==> src/rtl/mem_arbiter.sv <==
// mem_arbiter: shares one memory port between instruction fetch and data access, data first, with a per-transaction watchdog.
module mem_arbiter #(
  parameter int MAX_WAIT = 15
) (
  input  logic        clk,
  input  logic        rst,
  input  logic        if_req,
  input  logic [15:0] if_addr,
  input  logic        dm_req,
  input  logic        dm_wr,
  input  logic [15:0] dm_addr,
  input  logic [15:0] dm_wdata,
  output logic        mem_en,
  output logic        mem_wr,
  output logic [15:0] mem_addr,
  output logic [15:0] mem_wdata,
  input  logic [15:0] mem_rdata,
  input  logic        mem_ready,
  output logic [15:0] if_data,
  output logic [15:0] dm_rdata,
  output logic        if_valid,
  output logic        dm_valid,
  output logic        stall_if,
  output logic        pipe_wen,
  output logic        err
);
  typedef enum logic [1:0] {IDLE, IF_BUSY, DM_BUSY} state_t;
  localparam logic [7:0] LAST = 8'(MAX_WAIT - 1);
  state_t     state;
  logic [7:0] wait_cnt;
  assign pipe_wen = ~(dm_req & ~dm_valid);
  assign stall_if = (if_req & ~if_valid) | ~pipe_wen;
  // A valid cycle blocks the grant so the requester can drop or renew its request first.
  always_ff @(posedge clk or negedge rst) begin
    if (!rst) begin
      state     <= IDLE;
      mem_en    <= 1'b0;
      mem_wr    <= 1'b0;
      mem_addr  <= '0;
      mem_wdata <= '0;
      if_data   <= '0;
      dm_rdata  <= '0;
      if_valid  <= 1'b0;
      dm_valid  <= 1'b0;
      err       <= 1'b0;
      wait_cnt  <= '0;
    end else begin
      if_valid <= 1'b0;
      dm_valid <= 1'b0;
      case (state)
        IDLE: if (!(if_valid || dm_valid) && (dm_req || if_req)) begin
          state     <= dm_req ? DM_BUSY : IF_BUSY;
          mem_en    <= 1'b1;
          mem_wr    <= dm_req & dm_wr;
          mem_addr  <= dm_req ? dm_addr : if_addr;
          mem_wdata <= dm_req ? dm_wdata : 16'h0000;
          wait_cnt  <= '0;
        end
        IF_BUSY, DM_BUSY: begin
          if (!mem_ready)
            wait_cnt <= wait_cnt + 8'd1;
          // Ready on the final watchdog cycle still wins over the abort.
          if (mem_ready || wait_cnt == LAST) begin
            state  <= IDLE;
            mem_en <= 1'b0;
            if (!mem_ready)
              err <= 1'b1;
            if (state == IF_BUSY) begin
              if_valid <= 1'b1;
              if_data  <= mem_ready ? mem_rdata : 16'h0000;
            end else begin
              dm_valid <= 1'b1;
              if (!mem_wr || !mem_ready)
                dm_rdata <= mem_ready ? mem_rdata : 16'h0000;
            end
          end
        end
        default: state <= IDLE;
      endcase
    end
  end
endmodule

==> config.mk <==
export PLATFORM = sky130hd
export DESIGN_NAME = mem_arbiter
export DESIGN_NICKNAME = d
export VERILOG_FILES = /design/src/rtl/mem_arbiter.sv
export SDC_FILE = /design/constraint.sdc
export NUM_CORES = 1
export LEC_CHECK = 0
export ABC_AREA = 1
export CAP_MARGIN = 20
export CORE_MARGIN = 5
export CORE_UTILIZATION = 25
export DETAILED_ROUTE_END_ITERATION = 12
export GPL_ROUTABILITY_DRIVEN = 0
export MAX_ROUTING_LAYER = met4
export PLACE_DENSITY = 0.53
export RECOVER_POWER = 50
export SLEW_MARGIN = 15
export SYNTH_ARGS = -nofsm -noshare
export SYNTH_HDL_FRONTEND = slang
export SYNTH_SLANG_ARGS = --single-unit
==> constraint.sdc <==
create_clock -name clk -period 2.15 [get_ports clk]
set_input_delay 0.3225 -clock clk [delete_from_list [all_inputs] [get_ports clk]]
set_output_delay 0.3225 -clock clk [all_outputs]
set_load 0.01 [all_outputs]
==> out/qor.yml, run 1 <==
sta:
  timing.slew.headroom_pct: 17.1
  min_period_ps: 1890
  finalSetupViolCount: 0
  fin_crit_sh_pct: 87.9
  fmax_mhz: 529
  tns_ps: 0
  hold_viol: 0
  drv_slew: 0
  rsz0062_at_grt: "false"
  worst_clock_skew_ps: 6.59
  worstMarginPinSlew_ps: 1240
setup_path:
  rrSetupSlack_ps: 270
  worstPathRequired_ps: 1830
  worstPathMaxFanout: 3
  worstSetupPathType: "reg -> out"
  start_kind: "flop"
  crit_buf_inv: 1
  r2r_start: "wait_cnt[0]"
  cp_top_family: "buffers and inverters"
  worstPathCellList: "or2_2 -> clkdlybuf4s50_1"
  crit_arrival_ps: 1570
  end_kind: "output port"
  slowest_stage: "clkdlybuf4s50_1"
  worst_r2r_endpoint: "if_data[3]"
  r2r_cells: 7
  slowest_delay_ps: 510
yosys:
  synthXorXnorAreaFrac_pct: 0.235
  synthSimpleGateAreaFrac_pct: 29.2
  async_reset_ff_share_pct: 100
  yosys_warnings: 0
  synth.cell_area_um2: 3730
  ys_ff_latch: 79
  yosysTopAreaCellShare_pct: 53.0
  netlist_top_cells_count: "nand2_1, dfrtp_1, inv_1, nand4_1, nand3_1"
  syn_nets: 512
  synth_top_family_by_area: "simple AND/OR/NAND/NOR gates"
  synth.avg_cell_area_um2: 8.51
  synthFlopType: "dfrtp_1"
  synth_mux_area_share_pct: 4.30
  yosysMostFrequentCell: "nand2_1"
  synth_sequential_area_ratio_pct: 53.0
  synth_cells: 438
  synth_compound_gate_area_share_pct: 4.66
  synth-edff-count: 0
  yosysTopAreaCell: "dfrtp_1"
  synth_area_leaders: "dfrtp_1, nand2_1, nand4_1"
  synthAdderAreaFrac_pct: 1.34
  yosysUniqueCellTypes: 25
hold_path:
  min_path_type: "in -> async"
route:
  drtPass1Iterations: 4
  first_iter_violations: 159
  antenna_left: 0
  vias: 3380
  detail_route.vias_per_cell: 4.44
  wirelength_mm: 11.1
  drcViolationCount: 0
  wire_per_inst_um: 14.6
clock_tree:
  cts_buffers: 9
  h-tree-depth: 3
  cts-resized-gates: 0
  clk_path_buf_depth: 2
  root_buffer: "clkbuf_16"
  post_cts.repair.setup_buffers: 0
  cts.sinks: 79
  clk_pin_slew_worst_paths_ps: 60
  cts_tree: "done"
  insertion_delay_ps: 330
  ctsHoldBuffers: 0
placement:
  hpwl_mm: 8.19
  port_buffers: 140
pwr:
  pwr_density_cell_nw_per_um2: 1240
  peakVddDrop_mv: 0.447
  leakage_uw: 0.00281
floorplan:
  core_area_um2: 14600
  die_y_um: 132
  die_area_um2: 17500
  row_count: 44
  initial_utilization_pct: 25.6
  pin_count: 141
  die_x_um: 132
cells_and_area:
  fin_util_pct: 38.1
  nFillCells: 1488
  finalNetCount: 648
  drive_gt1_share_pct: 5.54
  multi_input_area_um2: 1480
  syn_to_final_growth_pct: 49.1
  num_antenna_cells: 0
  ff_latch_area_um2: 1980
grt:
  grt_pass1_wl_mm: 18.3
  overflow: 0
  grt_max_degree: 50
  grt_pass1_vias: 3487
  antenna_found_initial: 0
  grt_usage_pct: 13.2
run:
  cap_viol_max_count: 0
outcome:
  outcome: "finished, final reports clean"
state kept, by name, summed over array words and instances (netlist names):
name and count:
mem_en 1, dm_rdata 16, state 2, if_valid 1
wait_cnt 8, mem_wr 1, if_data 16, dm_valid 1
mem_wdata 16, err 1, mem_addr 16
cell type report:
class                           count  share of cell area [%]
Clock inverter                      2                   0.293
Clock buffer                       13                    4.68
Inverter                           37                    2.50
Tap cell                          184                    4.14
Sequential cell                    79                    35.6
Multi-Input combinational cell    297                    26.6
Timing Repair Buffer              150                    26.2
how the worst max path moves through the flow:
| stage | cells past startpoint | slack [ps] | end | start |
|---|---|---|---|---|
| floorplan | 9 | 520 | dm_rdata[0] | state[0] |
| global placement | 4 | 110 | stall_if | if_req |
| detailed placement | 4 | 120 | stall_if | if_req |
| CTS | 3 | 20 | stall_if | dm_valid |
| global route | 7 | 40 | if_data[11] | wait_cnt[0] |
| finish | 2 | 260 | pipe_wen | dm_valid |
metrics by stage:
stage | setup slack, ps | area (um^2) | std cells | power, uW | hold WS, ps
after CTS | 15.6 | 5570 | 762 | 7160 | 23.3
final | 261 | 5560 | 762 | 6910 | 248
after global routing | 38.2 | 5560 | 762 | 7440 | 358
after detailed placement | 117 | 5300 | 747 | 5670 | 390
after floorplan | 521 | 3730 | 438 | 3970 | 26.9
after global placement | 107 | 5300 | 747 | 5640 | 381
metal layers:
layer	vias to the layer above	global-route usage [%]	share of wire, %
met1	1553	16.7	46
met2	120	19.6	45
met3	16	4.81	8.3
li1	1691	-	-
met4	0	4.46	1.5
met5	-	-	0
where the power goes:
group	switching (uW)	total (uW)	internal, uW	leakage, uW
sequential	345	2420	2070	0.00102
combinational	1670	3060	1390	0.00166
clock	589	1430	842	0.000132
layout by cell type, fill, tap and decap left out, drive strengths merged:
cell type | Yosys | final
ha | 4 | 4
buf | 15 | 6
clkinvlp | 0 | 1
clkinv | 1 | 2
o21bai | 3 | 3
a21o | 1 | 1
nand2 | 171 | 171
dlymetal6s2s | 0 | 1
nor2 | 9 | 9
clkbuf | 10 | 19
a21oi | 2 | 2
dlygate4sd3 | 0 | 34
inv | 36 | 36
dfrtp | 79 | 79
xor2 | 1 | 1
or2 | 1 | 1
nand3 | 32 | 32
mux2i | 16 | 16
clkdlybuf4s50 | 0 | 103
o21ai | 23 | 23
nand4 | 34 | 34
worst register-to-register path: stages, from the launching register on:
cell,delay [ps]
dfrtp_1,410
inv_1,80
ha_1,150
nand3_2,120
o21bai_4,480
nand3_4,330
nand2_1,150
nand2_1,60
kinds of logic after synthesis:
group,count (synthesis)
simple gates,247
flops,79
buf+inv,62
compound gates,29
mux,16
fa+ha+maj,4
xor+xnor,1
(Power assumes the default switching activity.)
==> inputs of run 2 (changes only) <==
--- a/config.mk
+++ b/config.mk
@@ -14,6 +14,7 @@
 export MAX_ROUTING_LAYER = met4
 export PLACE_DENSITY = 0.53
 export RECOVER_POWER = 50
+export SETUP_SLACK_MARGIN = 0.2
 export SLEW_MARGIN = 15
 export SYNTH_ARGS = -nofsm -noshare
 export SYNTH_HDL_FRONTEND = slang
==> run 2 against run 1 <==
Net effect:
- global-route usage stayed put
- via count is 0.44% higher
- clock power hardly changed
- first-iteration DRC count is 4.4% higher
- largest cell class unchanged
==> out/qor.yml, run 2 (same netlist as run 1, synthesis figures left out) <==
setup_path:
  r2r_cells: 6  # was 7
  worstPathRequired_ps: 1830  # about the same
  start_kind: "flop"  # unchanged
  worstSetupPathType: "reg -> out"  # unchanged
  worstPathMaxFanout: 3  # unchanged
  end_kind: "output port"  # unchanged
  worstPathCellList: "or2_2 -> clkdlybuf4s50_1"  # unchanged
  slowest_delay_ps: 510  # about the same
  slowest_stage: "clkdlybuf4s50_1"  # unchanged
  crit_arrival_ps: 1560  # was 1570 ps
clock_tree:
  cts.sinks: 79  # unchanged
  root_buffer: "clkbuf_16"  # unchanged
  h-tree-depth: 3  # unchanged
  clk_path_buf_depth: 2  # unchanged
  cts_tree: "done"  # unchanged
  clk_pin_slew_worst_paths_ps: 60  # about the same
  insertion_delay_ps: 330  # about the same
  cts_buffers: 9  # unchanged
floorplan:
  pin_count: 141  # unchanged
  row_count: 44  # unchanged
  initial_utilization_pct: 25.6  # unchanged
  die_area_um2: 17500  # unchanged
  core_area_um2: 14600  # unchanged
  die_x_um: 132  # unchanged
  die_y_um: 132  # unchanged
placement:
  pre_cts_slack_ps: 117  # unchanged
  hpwl_mm: 8.19  # unchanged
  port_buffers: 140  # unchanged
  place_area_um2: 5300  # unchanged
cells_and_area:
  final_common_cell: "nand2_1"  # unchanged
  final_cell_mix: "nand2_1, clkdlybuf4s50_1, dfrtp_1, inv_1, nand4_1"  # was nand2_1, clkdlybuf4s50_1, dfrtp_1
  finalNetCount: 650  # was 648
  num_antenna_cells: 0  # unchanged
  fin_util_pct: 38.2  # was 38.1%
  syn_to_final_growth_pct: 49.5  # was 49.1%
  drive_gt1_share_pct: 6.03  # was 5.54%
  final_cell_area_um2: 5570  # was 5560 um^2
pwr:
  sw_frac_of_total_pct: 37.6  # was 37.7%
  comb_power_share_pct: 44.4  # was 44.3%
  p_clk_share_pct: 20.7  # about the same
  peakVddDrop_mv: 0.447  # about the same
  p_sw_uw: 2600  # was 2610 uW
  power_frac_seq_pct: 34.9  # was 35.0%
  pwr_density_cell_nw_per_um2: 1240  # about the same
  p_int_uw: 4320  # was 4300 uW
  leakage_uw: 0.00281  # about the same
sta:
  fin_crit_sh_pct: 87.7  # was 87.9%
  tns_ps: 0  # unchanged
  worst_clock_skew_ps: 6.42  # was 6.59 ps
  fin_ws_ps: 264  # was 261 ps
  timing.slew.headroom_pct: 18.4  # was 17.1%
  finalSetupViolCount: 0  # unchanged
  min_period_ps: 1890  # about the same
  rsz0062_at_grt: "false"  # unchanged
  whs_ps: 239  # was 248 ps
  worstMarginPinSlew_ps: 1220  # was 1240 ps
  hold_viol: 0  # unchanged
  drv_slew: 0  # unchanged
  fmax_mhz: 530  # was 529 MHz
grt:
  grt_usage_pct: 13.2  # unchanged
  grt_max_degree: 50  # unchanged
  overflow: 0  # unchanged
  grt_pass1_vias: 3487  # unchanged
  antenna_found_initial: 0  # unchanged
  grt_pass1_wl_mm: 18.3  # unchanged
route:
  vias: 3395  # was 3380
  detail_route.vias_per_cell: 4.44  # about the same
  wl_met1_mm: 5.13  # was 5.06 mm
  antenna_left: 0  # unchanged
  drtPass1Iterations: 4  # unchanged
  first_iter_violations: 166  # was 159
  wl_met3_um: 913  # was 923 um
  wire_per_inst_um: 14.6  # about the same
  wl_met2_mm: 4.91  # was 4.96 mm
  maxUsedRoutingLayer: "met4"  # unchanged
  wirelength_mm: 11.1  # about the same
  drcViolationCount: 0  # unchanged
hold_path:
  min_path_type: "in -> async"  # unchanged
run:
  cap_viol_max_count: 0  # unchanged
outcome:
  outcome: "finished, final reports clean"  # unchanged
## run 2: area by class of cell
type                       count  area (um^2)
inverter                      37          139
fill                        1491         9020
clock buffer                  13          260
tap                          184          230
sequential                    79         1980
multi-input combinational    297         1480
timing repair buffer         152         1470
clock inverter                 2         16.3
## run 2: stage by stage
stage	power [uW]	cells
3_3_place_gp	5640	747
2_1_floorplan	3970	438
3_5_place_dp	5670	747
4_1_cts	7150	762
5_1_grt	7460	764
6_report	6930	764
## run 2: worst paths after layout
kind / startpoint / endpoint / slack (ps)
setup reg to reg: state[0] / mem_addr[13] / 450
max in group asynchronous: rst / mem_wdata[15] / 790
min in group clk: dm_req / state[0] / 330
setup / recovery: dm_valid / pipe_wen / 260
hold reg to reg: if_data[1] / if_data[1] / 460
hold / removal: rst / mem_wdata[5] / 240
## run 2: metal layers
layer / up-vias / GRT usage, %
met5: - / -
met4: 0 / 4.46
met3: 16 / 4.81
met2: 124 / 19.6
met1: 1560 / 16.7
li1: 1695 / -
## run 2: power by group through the flow
stage / Clock (uW) / Sequential, uW / Combinational, uW
after floorplan: 0 / 2650 / 1310
after global placement: 0 / 2450 / 3190
after detailed placement: 0 / 2450 / 3230
after CTS: 1480 / 2440 / 3230
after global routing: 1530 / 2500 / 3430
final: 1430 / 2420 / 3080
## run 2: critical path, delay by kind of cell, from the launching register on
family	cells	cell delay, ps
DFF	1	400
and+or+nand+nor	1	320
buffers and inverters	1	510
## run 2: repair_timing
action                                  in CTS  in global routing
hold buffers                                 0                  0
resized for setup                            1                  0
buffers inserted                             0                  2
cloned                                       0                  0
endpoints found under the setup margin       1                 33
pin swaps                                    0                  1
==> inputs of run 3 (changes only) <==
==> constraint.sdc (replaced) <==
create_clock -name clk -period 2.37 [get_ports clk]
set_input_delay 0.3555 -clock clk [delete_from_list [all_inputs] [get_ports clk]]
set_output_delay 0.3555 -clock clk [all_outputs]
set_load 0.01 [all_outputs]
==> run 3 against run 2 <==
Net effect:
- core utilization decreased by 0.14 points
- total power decreased by 8.3%
- critical path depth is 1 higher
- die area is the same
- sequential power shrank 9.1%
- via count decreased by 0.32%
- final area fell by 0.36%
- sequential share of layout area increased by 0.13 points
- worst hold slack worse by 51 ps
- worst setup slack improved by 14 ps
- combinational power is 9.7% lower
- sequential cell count stayed put
==> out/qor.yml, run 3 (same netlist as run 1, synthesis figures left out) <==
placement:
  port_buffers: 140  # unchanged
  hpwl_mm: 8.17  # was 8.19 mm
  dpl.cell_count: 744  # was 747
  place_area_um2: 5290  # was 5300 um^2
grt:
  grt_pass1_vias: 3572  # was 3487
  overflow: 0  # unchanged
  antenna_found_initial: 0  # unchanged
  grt_usage_pct: 13.4  # was 13.2%
  grt_max_degree: 50  # unchanged
  grt_pass1_wl_mm: 18.9  # was 18.3 mm
hold_path:
  min_path_type: "in -> async"  # unchanged
sta:
  min_period_ps: 2090
  fmax_mhz: 478
  fin_crit_sh_pct: 88.3
  finalSetupViolCount: 0  # unchanged
  worst_clock_skew_ps: 8.86  # was 6.42 ps
  tns_ps: 0  # unchanged
  timing.slew.headroom_pct: 30.7  # was 18.4%
  worstMarginPinSlew_ps: 1040  # was 1220 ps
  hold_viol: 0  # unchanged
  drv_slew: 0  # unchanged
  rsz0062_at_grt: "false"  # unchanged
route:
  vias: 3384  # was 3395
  wirelength_mm: 11.2  # was 11.1 mm
  antenna_left: 0  # unchanged
  drcViolationCount: 0  # unchanged
  first_iter_violations: 176  # was 166
  wire_per_inst_um: 14.8  # was 14.6 um
  drtPass1Iterations: 4  # unchanged
  detail_route.vias_per_cell: 4.46  # was 4.44
floorplan:
  row_count: 44  # unchanged
  die_area_um2: 17500  # unchanged
  core_area_um2: 14600  # unchanged
  die_y_um: 132  # unchanged
  initial_utilization_pct: 25.6  # unchanged
  die_x_um: 132  # unchanged
  pin_count: 141  # unchanged
clock_tree:
  cts_buffers: 9  # unchanged
  ctsHoldBuffers: 0  # unchanged
  insertion_delay_ps: 330  # about the same
  root_buffer: "clkbuf_16"  # unchanged
  cts_tree: "done"  # unchanged
  h-tree-depth: 3  # unchanged
  post_cts.repair.setup_buffers: 0  # unchanged
  clk_path_buf_depth: 2  # unchanged
  cts.sinks: 79  # unchanged
  cts-resized-gates: 0  # was 1
  clk_pin_slew_worst_paths_ps: 60  # about the same
setup_path:
  rrSetupSlack_ps: 490  # was 450 ps
  r2r_start: "wait_cnt[0]"  # was state[0]
  start_kind: "flop"  # unchanged
  worstPathMaxFanout: 3  # unchanged
  worstSetupPathType: "reg -> out"  # unchanged
  r2r_cells: 7  # was 6
  worst_r2r_endpoint: "if_data[11]"  # was mem_addr[13]
  end_kind: "output port"  # unchanged
  worstPathRequired_ps: 2010  # was 1830 ps
  crit_arrival_ps: 1740  # was 1560 ps
pwr:
  comb_power_share_pct: 43.7  # was 44.4%
  power_frac_seq_pct: 34.7  # was 34.9%
  p_clk_share_pct: 21.6  # was 20.7%
  p_total_uw: 6350  # was 6930 uW
  p_int_uw: 3940  # was 4320 uW
  pwr_density_cell_nw_per_um2: 1140  # was 1240 nW/um^2
  leakage_uw: 0.00280  # was 0.00281 uW
  peakVddDrop_mv: 0.489  # was 0.447 mV
  p_sw_uw: 2410  # was 2600 uW
  sw_frac_of_total_pct: 37.9  # was 37.6%
outcome:
  outcome: "finished, final reports clean"  # unchanged
run:
  cap_viol_max_count: 0  # unchanged
cells_and_area:
  fin_util_pct: 38.1  # was 38.2%
  final_common_cell: "nand2_1"  # unchanged
  num_antenna_cells: 0  # unchanged
  drive_gt1_share_pct: 5.74  # was 6.03%
  syn_to_final_growth_pct: 48.9  # was 49.5%
  final_cell_mix: "nand2_1, clkdlybuf4s50_1, dfrtp_1"  # was nand2_1, clkdlybuf4s50_1, dfrtp_1, inv_1, nand4_1
  final_cell_area_um2: 5550  # was 5570 um^2
  post_layout_nonfiller_instances: 759  # was 764
  finalNetCount: 645  # was 650
-- run 3: critical path, cell delays in order, from the launching register on --
cell	delay (ps)
dfrtp_1	390
or2_2	330
o21ai_0	100
clkdlybuf4s50_1	580
-- run 3: metal layers --
metal | share of wire (%) | vias up | wire [um] | global-route usage (%)
met5 | 0 | - | 0 | -
met4 | 0.93 | 0 | 104 | 3.26
met3 | 7.5 | 9 | 843 | 4.81
met2 | 45 | 113 | 5020 | 19.8
met1 | 47 | 1581 | 5260 | 17.6
li1 | - | 1681 | - | -
-- run 3: power groups by stage --
| stage | sequential (uW) | clock, uW | combinational [uW] |
|---|---|---|---|
| floorplan | 2410 | 0 | 1190 |
| global placement | 2220 | 0 | 2880 |
| detailed placement | 2230 | 0 | 2930 |
| CTS | 2220 | 1400 | 2930 |
| global route | 2280 | 1470 | 3090 |
| finish | 2200 | 1370 | 2780 |
-- run 3: worst max path at each step --
| stage | start | end | slack [ps] | depth (start not counted) |
|---|---|---|---|---|
| 2_1_floorplan | state[0] | dm_rdata[0] | 740 | 9 |
| 3_3_place_gp | if_req | stall_if | 410 | 4 |
| 3_5_place_dp | if_req | mem_addr[10] | 330 | 7 |
| 4_1_cts | dm_valid | stall_if | 260 | 3 |
| 5_1_grt | rst | mem_addr[15] | 160 | 2 |
| 6_report | dm_valid | stall_if | 280 | 3 |
-- run 3: cell type report --
cell class	instances	area, um^2
sequential	79	1980
multi-input combinational	297	1480
clock inverter	5	58.8
inverter	37	139
tap	184	230
fill	1518	9040
clock buffer	10	229
timing repair buffer	147	1440
-- run 3: metrics by stage --
stage | setup slack, ps | hold WS, ps
6_report | 278 | 188
5_1_grt | 156 | 288
4_1_cts | 258 | 21.9
3_5_place_dp | 330 | 383
3_3_place_gp | 414 | 374
2_1_floorplan | 741 | 59.9
